[src/rtl/shift194_ctrl.sv]
// Command sequencer for a DM74LS194-style 4-bit universal shift register.
// Accepts clear/load/shift/rotate commands and drives the register's control pins.
module shift194_ctrl #(
    parameter int CNT_W = 3
) (
    input  logic             clk,
    input  logic             CR,
    input  logic             cmd_valid,
    output logic             cmd_ready,
    input  logic [2:0]       cmd_op,
    input  logic [3:0]       cmd_data,
    input  logic [CNT_W-1:0] cmd_cnt,
    input  logic             cmd_fill,
    input  logic [3:0]       q,
    output logic             reg_clr_n,
    output logic             S1,
    output logic             S0,
    output logic             SR,
    output logic             SL,
    output logic [3:0]       par,
    output logic             busy,
    output logic             done
);

    // Handshake: a command transfers on a rising edge where cmd_valid and
    // cmd_ready are both 1; cmd_ready is high only in IDLE, so cmd_* are
    // ignored while a command is running or completing.

    typedef enum logic [1:0] {
        IDLE = 2'd0,
        RUN  = 2'd1,
        DONE = 2'd2
    } state_t;

    localparam logic [2:0] OP_LOAD = 3'd1;
    localparam logic [2:0] OP_SHR  = 3'd2;
    localparam logic [2:0] OP_SHL  = 3'd3;
    localparam logic [2:0] OP_ROR  = 3'd4;
    localparam logic [2:0] OP_ROL  = 3'd5;
    localparam logic [2:0] OP_CLR  = 3'd6;

    state_t           state, state_nx;
    logic [CNT_W-1:0] count, count_nx;
    logic [2:0]       op_r, op_nx;
    logic             fill_r, fill_nx;
    logic [1:0]       mode_r, mode_nx;
    logic [3:0]       par_r, par_nx;
    logic             clr_n_r, clr_n_nx;

    always_ff @(posedge clk) begin
        if (!CR) begin
            state   <= IDLE;
            count   <= '0;
            op_r    <= 3'd0;
            fill_r  <= 1'b0;
            mode_r  <= 2'b00;
            par_r   <= 4'd0;
            clr_n_r <= 1'b1;
        end else begin
            state   <= state_nx;
            count   <= count_nx;
            op_r    <= op_nx;
            fill_r  <= fill_nx;
            mode_r  <= mode_nx;
            par_r   <= par_nx;
            clr_n_r <= clr_n_nx;
        end
    end

    always_comb begin
        state_nx = state;
        count_nx = count;
        op_nx    = op_r;
        fill_nx  = fill_r;
        mode_nx  = mode_r;
        par_nx   = par_r;
        clr_n_nx = clr_n_r;
        case (state)
            IDLE: begin
                if (cmd_valid) begin
                    op_nx    = cmd_op;
                    fill_nx  = cmd_fill;
                    state_nx = DONE;
                    case (cmd_op)
                        OP_LOAD: begin
                            state_nx = RUN;
                            count_nx = CNT_W'(1);
                            mode_nx  = 2'b11;
                            par_nx   = cmd_data;
                        end
                        OP_CLR: begin
                            state_nx = RUN;
                            count_nx = CNT_W'(1);
                            clr_n_nx = 1'b0;
                        end
                        OP_SHR, OP_ROR: begin
                            if (cmd_cnt != '0) begin
                                state_nx = RUN;
                                count_nx = cmd_cnt;
                                mode_nx  = 2'b01;
                            end
                        end
                        OP_SHL, OP_ROL: begin
                            if (cmd_cnt != '0) begin
                                state_nx = RUN;
                                count_nx = cmd_cnt;
                                mode_nx  = 2'b10;
                            end
                        end
                        default: state_nx = DONE;
                    endcase
                end
            end
            RUN: begin
                // Exiting at 1 means the count never wraps below zero.
                if (count == CNT_W'(1)) begin
                    state_nx = DONE;
                    count_nx = '0;
                    mode_nx  = 2'b00;
                    par_nx   = 4'd0;
                    clr_n_nx = 1'b1;
                end else begin
                    count_nx = count - CNT_W'(1);
                end
            end
            DONE:    state_nx = IDLE;
            default: state_nx = IDLE;
        endcase
    end

    // Rotates feed the register's own end bit straight back, so that path stays combinational.
    always_comb begin
        SR = 1'b0;
        SL = 1'b0;
        if (state == RUN) begin
            case (op_r)
                OP_SHR:  SR = fill_r;
                OP_ROR:  SR = q[0];
                OP_SHL:  SL = fill_r;
                OP_ROL:  SL = q[3];
                default: begin
                    SR = 1'b0;
                    SL = 1'b0;
                end
            endcase
        end
    end

    assign S1        = mode_r[1];
    assign S0        = mode_r[0];
    assign par       = par_r;
    assign reg_clr_n = clr_n_r;
    assign cmd_ready = (state == IDLE);
    assign busy      = (state == RUN);
    assign done      = (state == DONE);

endmodule
[config.mk]
export PLATFORM = sky130hd
export DESIGN_NAME = shift194_ctrl
export DESIGN_NICKNAME = d
export VERILOG_FILES = /design/src/rtl/shift194_ctrl.sv
export SDC_FILE = /design/constraint.sdc
export NUM_CORES = 1
export LEC_CHECK = 0
export CORE_MARGIN = 2
export CORE_UTILIZATION = 30
export CTS_CLUSTER_SIZE = 28
export DETAILED_ROUTE_END_ITERATION = 10
export SLEW_MARGIN = 20
export SYNTH_ARGS = -nofsm -noshare
export SYNTH_HDL_FRONTEND = slang
export SYNTH_SLANG_ARGS = --single-unit
[constraint.sdc]
create_clock -name clk -period 1.8 [get_ports clk]
set_input_delay 0.45 -clock clk [delete_from_list [all_inputs] [get_ports clk]]
set_output_delay 0.45 -clock clk [all_outputs]
set_load 0.03 [all_outputs]
## Word level (Yosys, flattened, before mapping)

Cells that the tools add are included.

| word-level totals | value |
|---|---|
| flip-flop bits (word level) | 16 |
| input bits | 18 |
| output and inout bits | 12 |
| logic and storage cells | 71 |

| operators by class | value |
|---|---|
| add/subtract/negate cells | 1 |
| equality and inequality tests | 22 |
| multiplexer cells | 28 |
| reduce and logical (&&, ||, !) cells | 13 |

Operator list:

| cell | count |
|---|---|
| == test 3 bit, second input constant | 5 |
| two-way mux 2 bit | 7 |
| == test 3 x 2 -> 1 bit, second input constant | 4 |
| two-way mux 4 bit | 3 |
| one-hot mux 2 bit (2 select lines) | 3 |
| one-hot mux 3 bit (2 select lines) | 2 |
| AND reduction 4 bit | 3 |
| two-way mux 3 bit | 3 |
| != test 3 bit, second input constant | 3 |
| one-hot mux 4 bit (2 select lines) | 1 |
| == test 3 x 1 -> 1 bit, second input constant | 2 |
| != test 2 x 1 -> 1 bit, second input constant | 3 |
| one-hot mux 1 bit (2 select lines) | 3 |
| one-hot mux 2 bit (3 select lines) | 1 |
| AND reduction 6 bit | 1 |
| OR reduction 2 bit | 3 |
| two-way mux 1 bit | 5 |
| != test 4 x 1 -> 1 bit, second input constant | 1 |
| AND reduction 2 bit | 2 |
| OR reduction 4 bit | 1 |
| != test 3 x 2 -> 1 bit, second input constant | 1 |
| nonzero test 3 bit | 1 |
| subtractor 3 x 1 -> 3 bit, second input constant | 1 |
| == test 2 x 1 -> 1 bit, second input constant | 1 |
| other kinds (4) | 4 |

## Longest topological paths before layout

| depth | value |
|---|---|
| depth after elaboration | 5 |
| depth in mapped cells | 6 |
| depth with buffers taken out | 6 |

## Worst setup path after synthesis

No wires, ideal clock.

| path | value |
|---|---|
| path kind | register -> output |
| start point | register state[0] |
| end point | output SL |
| arrival time | 1.583 ns |
| required time | 1.350 ns |
| slack | -0.233 ns |
| stages on the path, launching flop included | 7 |
| path buffers | 2 |
| cell sequence | dfxtp_1 -> buf_2 -> nand2b_1 -> clkbuf_1 -> inv_1 -> nand2_1 -> a21oi_1 |

| between the ends | value |
|---|---|
| word-level cells in the longest chain between the ends | 2 |

RTL lines:

| what | RTL line | source |
|---|---|---|
| start: declaration | 42 | `state_t state, state_nx;` |
| start signal: assignment | 60 | `state <= state_nx;` |
| == test 2 x 1 -> 1 bit | n/a |  |
| via busy | 21 | `output logic busy,` |
| two-way mux 1 bit | 135 | `if (state == RUN) begin` |
| end: declaration | 19 | `output logic SL,` |

The timed path passes the listed nets, and every way through them passes these cells.

## Final worst setup path

| path | value |
|---|---|
| start point | register op_r[2] |
| end point | output SR |

| between the ends | value |
|---|---|
| word-level cells in the longest chain between the ends | 3 |
| elaborated cells between the ends (all ways) | 4 |
| classes of those cells | eq/ne (2); mux (2) |

RTL lines:

| what | RTL line | source |
|---|---|---|
| start: declaration | 44 | `logic [2:0] op_r, op_nx;` |
| start signal: assignment | 62 | `op_r <= op_nx;` |
| == test 3 bit / == test 3 x 2 -> 1 bit (equally long branches) | 136 | `case (op_r)` |
| one-hot mux 1 bit (2 select lines) * | 136 |  |
| two-way mux 1 bit * | 135 |  |
| end: declaration | 18 | `output logic SR,` |

Every way passes the cells marked *; elsewhere a longest branch is shown, timed or not.

==> impl_metrics.tcl <==
set metrics [dict create \
    grt_pass1_wl_um 4440 \
    vias_per_cell 4.84 \
    cts-hold-fix-buffers 0 \
    antenna_found_initial 0 \
    dp_hpwl_um 2100 \
    slew_headroom 0.717 \
    dr.pass1.iters 4 \
    arrival_ns 1.31 \
    cap_violations 0 \
    dp.cells 206 \
    clkLatencyLatePin_ns 0.30 \
    start_util 0.315 \
    hold_start "par[0]" \
    clock.fmax_ghz 0.568 \
    finalNonFillerCells 210 \
    worstHoldEndpoint "par[0]" \
    fin_skew_ns 0.0175 \
    whs_path_depth 2 \
    r2r_start "count[1]" \
    pwr_density_cell_nw_per_um2 669 \
    seqCellArea_um2 324 \
    drt-initial-drc-count 22 \
    syn-num-nets 141 \
    synth-edff-count 0 \
    drc 0 \
    die_w_um 63.4 \
    ys_warn_count 0 \
    grt_max_degree 10 \
    p_leak_nw 0.723 \
    place_congestion 0.743 \
    die_area_um2 4020 \
    power_w 0.00105 \
    worstMarginPinSlew_ns 0.420 \
    numCtsBuffers 3 \
    grt_pass1_vias 1016 \
    cp.required_ns 1.35 \
    io_pins 30 \
    cts.sinks 16 \
    r2r_cells 6 \
    wl_per_cell_um 12.4 \
    clkSlewWorstSetupHoldPaths_ns 0.11 \
    hold_violations 0 \
    wl_met3_um 132 \
    clockBufferDepth 2 \
    setup_violations 0 \
    avgSynthCellArea_um2 8.76 \
    multi_input_area_um2 726 \
    worstSetupPathType "flip-flop to primary output" \
    num_rows 21 \
    period_minus_slack_ns 1.76 \
    n_fill_cell 364 \
    io_buffers 27 \
    dr_wl_met2_um 1360 \
    cts_root_buf "clkbuf_4" \
    setup_slack_ns 0.0385 \
    antennaDiodeCount 0 \
    synth_cell_types 38 \
    overflow 0 \
    grt_usage 0.139 \
    end_kind "primary output" \
    rsz0062_at_grt "yes" \
    crit_path_start_kind "flip-flop" \
    hold_class "flip-flop to flip-flop" \
    die_y_um 63.4 \
    wirelength_met1_um 1070 \
    drive_gt1_frac 0.287 \
    syn_area_um2 1060 \
    maxSlewViolCount 0 \
    ys_seq_area_frac 0.302 \
    rrSetupSlack_ns 0.19 \
    crit_fanout 3 \
    via_count 1017 \
    period_share 0.979 \
    outcome "finished, final reports clean" \
    htreeDepth 1 \
    r2r_end "par[0]" \
    dpl_worst_slack_ns -0.391 \
    synth-async-reset-ratio 0 \
    syn_to_final_growth_pct 48.4 \
    top_layer "met4" \
    irDropWorstVdd_mv 0.298 \
    totalWireLength_um 2600 \
    nets 185 \
    coreArea_um2 3360 \
    cts_tree "yes" \
    synth_seq_cells 16 \
    detail-route-antenna-nets 0 \
    syn_inst 121 \
    synthFlopType "dfxtp_1" \
]
-- state kept, by name, summed over array words and instances (netlist names) --
signal and count:
op_r 3, par 4, count 3, reg_clr_n 1
fill_r 1, state 2, mode_r 2
-- cells in the final DEF, fill, tap and decap left out, types with 2 or more instances in the layout --
cell type,netlist,routed
dlymetal6s2s_1,0,6
o21ai_0,2,2
inv_1,6,6
nand2b_1,11,10
nand3_1,5,5
nor2b_1,4,3
nand3b_1,4,4
clkbuf_4,0,3
buf_4,2,24
nor4_4,0,3
o22ai_1,2,2
dfxtp_1,16,13
o31ai_1,2,2
a21boi_1,4,4
and3_1,2,2
ha_1,2,2
clkdlybuf4s50_1,0,9
mux2i_1,8,8
nor4_1,2,2
dlygate4sd2_1,0,7
dfxtp_2,0,3
nor2_1,4,4
nand2_1,14,14
a21oi_1,5,4
nor4b_2,1,2
a221oi_1,2,2
-- critical path, cell delays in order, from the launching register on --
cell,delay [ns]
dfxtp_2,0.34
nand3b_1,0.21
a211oi_2,0.26
buf_4,0.19
-- through the flow --
stage	area [um2]	TNS, ns	util	hold slack, ns
after floorplan	1070	-0.0776	-	0.438
after global placement	1480	-3.40	0.441	0.454
after detailed placement	1480	-3.90	0.441	0.463
after CTS	1530	0	0.455	0.481
after global routing	1570	-0.0465	0.468	0.499
final	1570	0	0.468	0.474
-- kinds of logic after synthesis --
| group | count (synthesis) | share of synthesized area |
|---|---|---|
| AND/OR/NAND/NOR | 56 | 0.328 |
| AO/OA/AOI/OAI | 25 | 0.201 |
| flip-flops | 16 | 0.302 |
| buffers and inverters | 13 | 0.0614 |
| multiplexers | 8 | 0.0756 |
| adder cells (fa/ha/maj) | 2 | 0.0236 |
| XOR/XNOR | 1 | 0.00827 |
-- routing by layer --
metal / global-route usage / vias up
met4: 0.0489 / 0
met2: 0.253 / 24
li1: - / 522
met1: 0.160 / 466
met3: 0.0268 / 5
met5: 0 / -
-- worst max-delay path by stage --
stage / endpoint / depth (start not counted) / from
2_1_floorplan: SL / 6 / state[0]
3_3_place_gp: count[1] / 6 / cmd_cnt[1]
3_5_place_dp: count[0] / 6 / cmd_op[1]
4_1_cts: count[0] / 6 / cmd_cnt[2]
5_1_grt: SR / 3 / op_r[2]
6_report: SR / 3 / op_r[2]
-- cells in the mapped netlist, types with 2 or more instances --
library cell	instances	share of area
a21oi_1	5	0.024
nor2_1	4	0.014
mux2i_1	8	0.076
a21boi_1	4	0.028
nor2b_1	4	0.024
inv_1	6	0.021
nor4_1	2	0.012
buf_4	2	0.014
nand2b_1	11	0.065
o22ai_1	2	0.012
ha_1	2	0.024
a221oi_1	2	0.017
and3_1	2	0.012
dfxtp_1	16	0.30
nand3_1	5	0.024
clkbuf_1	3	0.011
nor4_2	4	0.047
o31ai_1	2	0.014
nand2_1	14	0.050
o21ai_0	2	0.0094
nand3b_1	4	0.028
-- power breakdown --
group          internal [W]  leakage (nW)  switching [W]
combinational      0.000186         0.570       0.000202
clock              0.000123        0.0210       0.000127
sequential         0.000389         0.132      0.0000245
-- area by class of cell --
class,instances,area share
multi-input cells,92,0.461
repair buffers,46,0.259
flip-flops and latches,16,0.206
well taps,46,0.0366
clock buffers,4,0.0231
inverters,6,0.0143
-- repair_timing --
action / 4_1_cts / 5_1_grt
buffers inserted: 0 / 0
pin swaps: 2 / 5
gates resized for setup: 11 / 11
setup endpoints to repair: 13 / 13
Note: power is estimated with default switching activity, not from simulation.
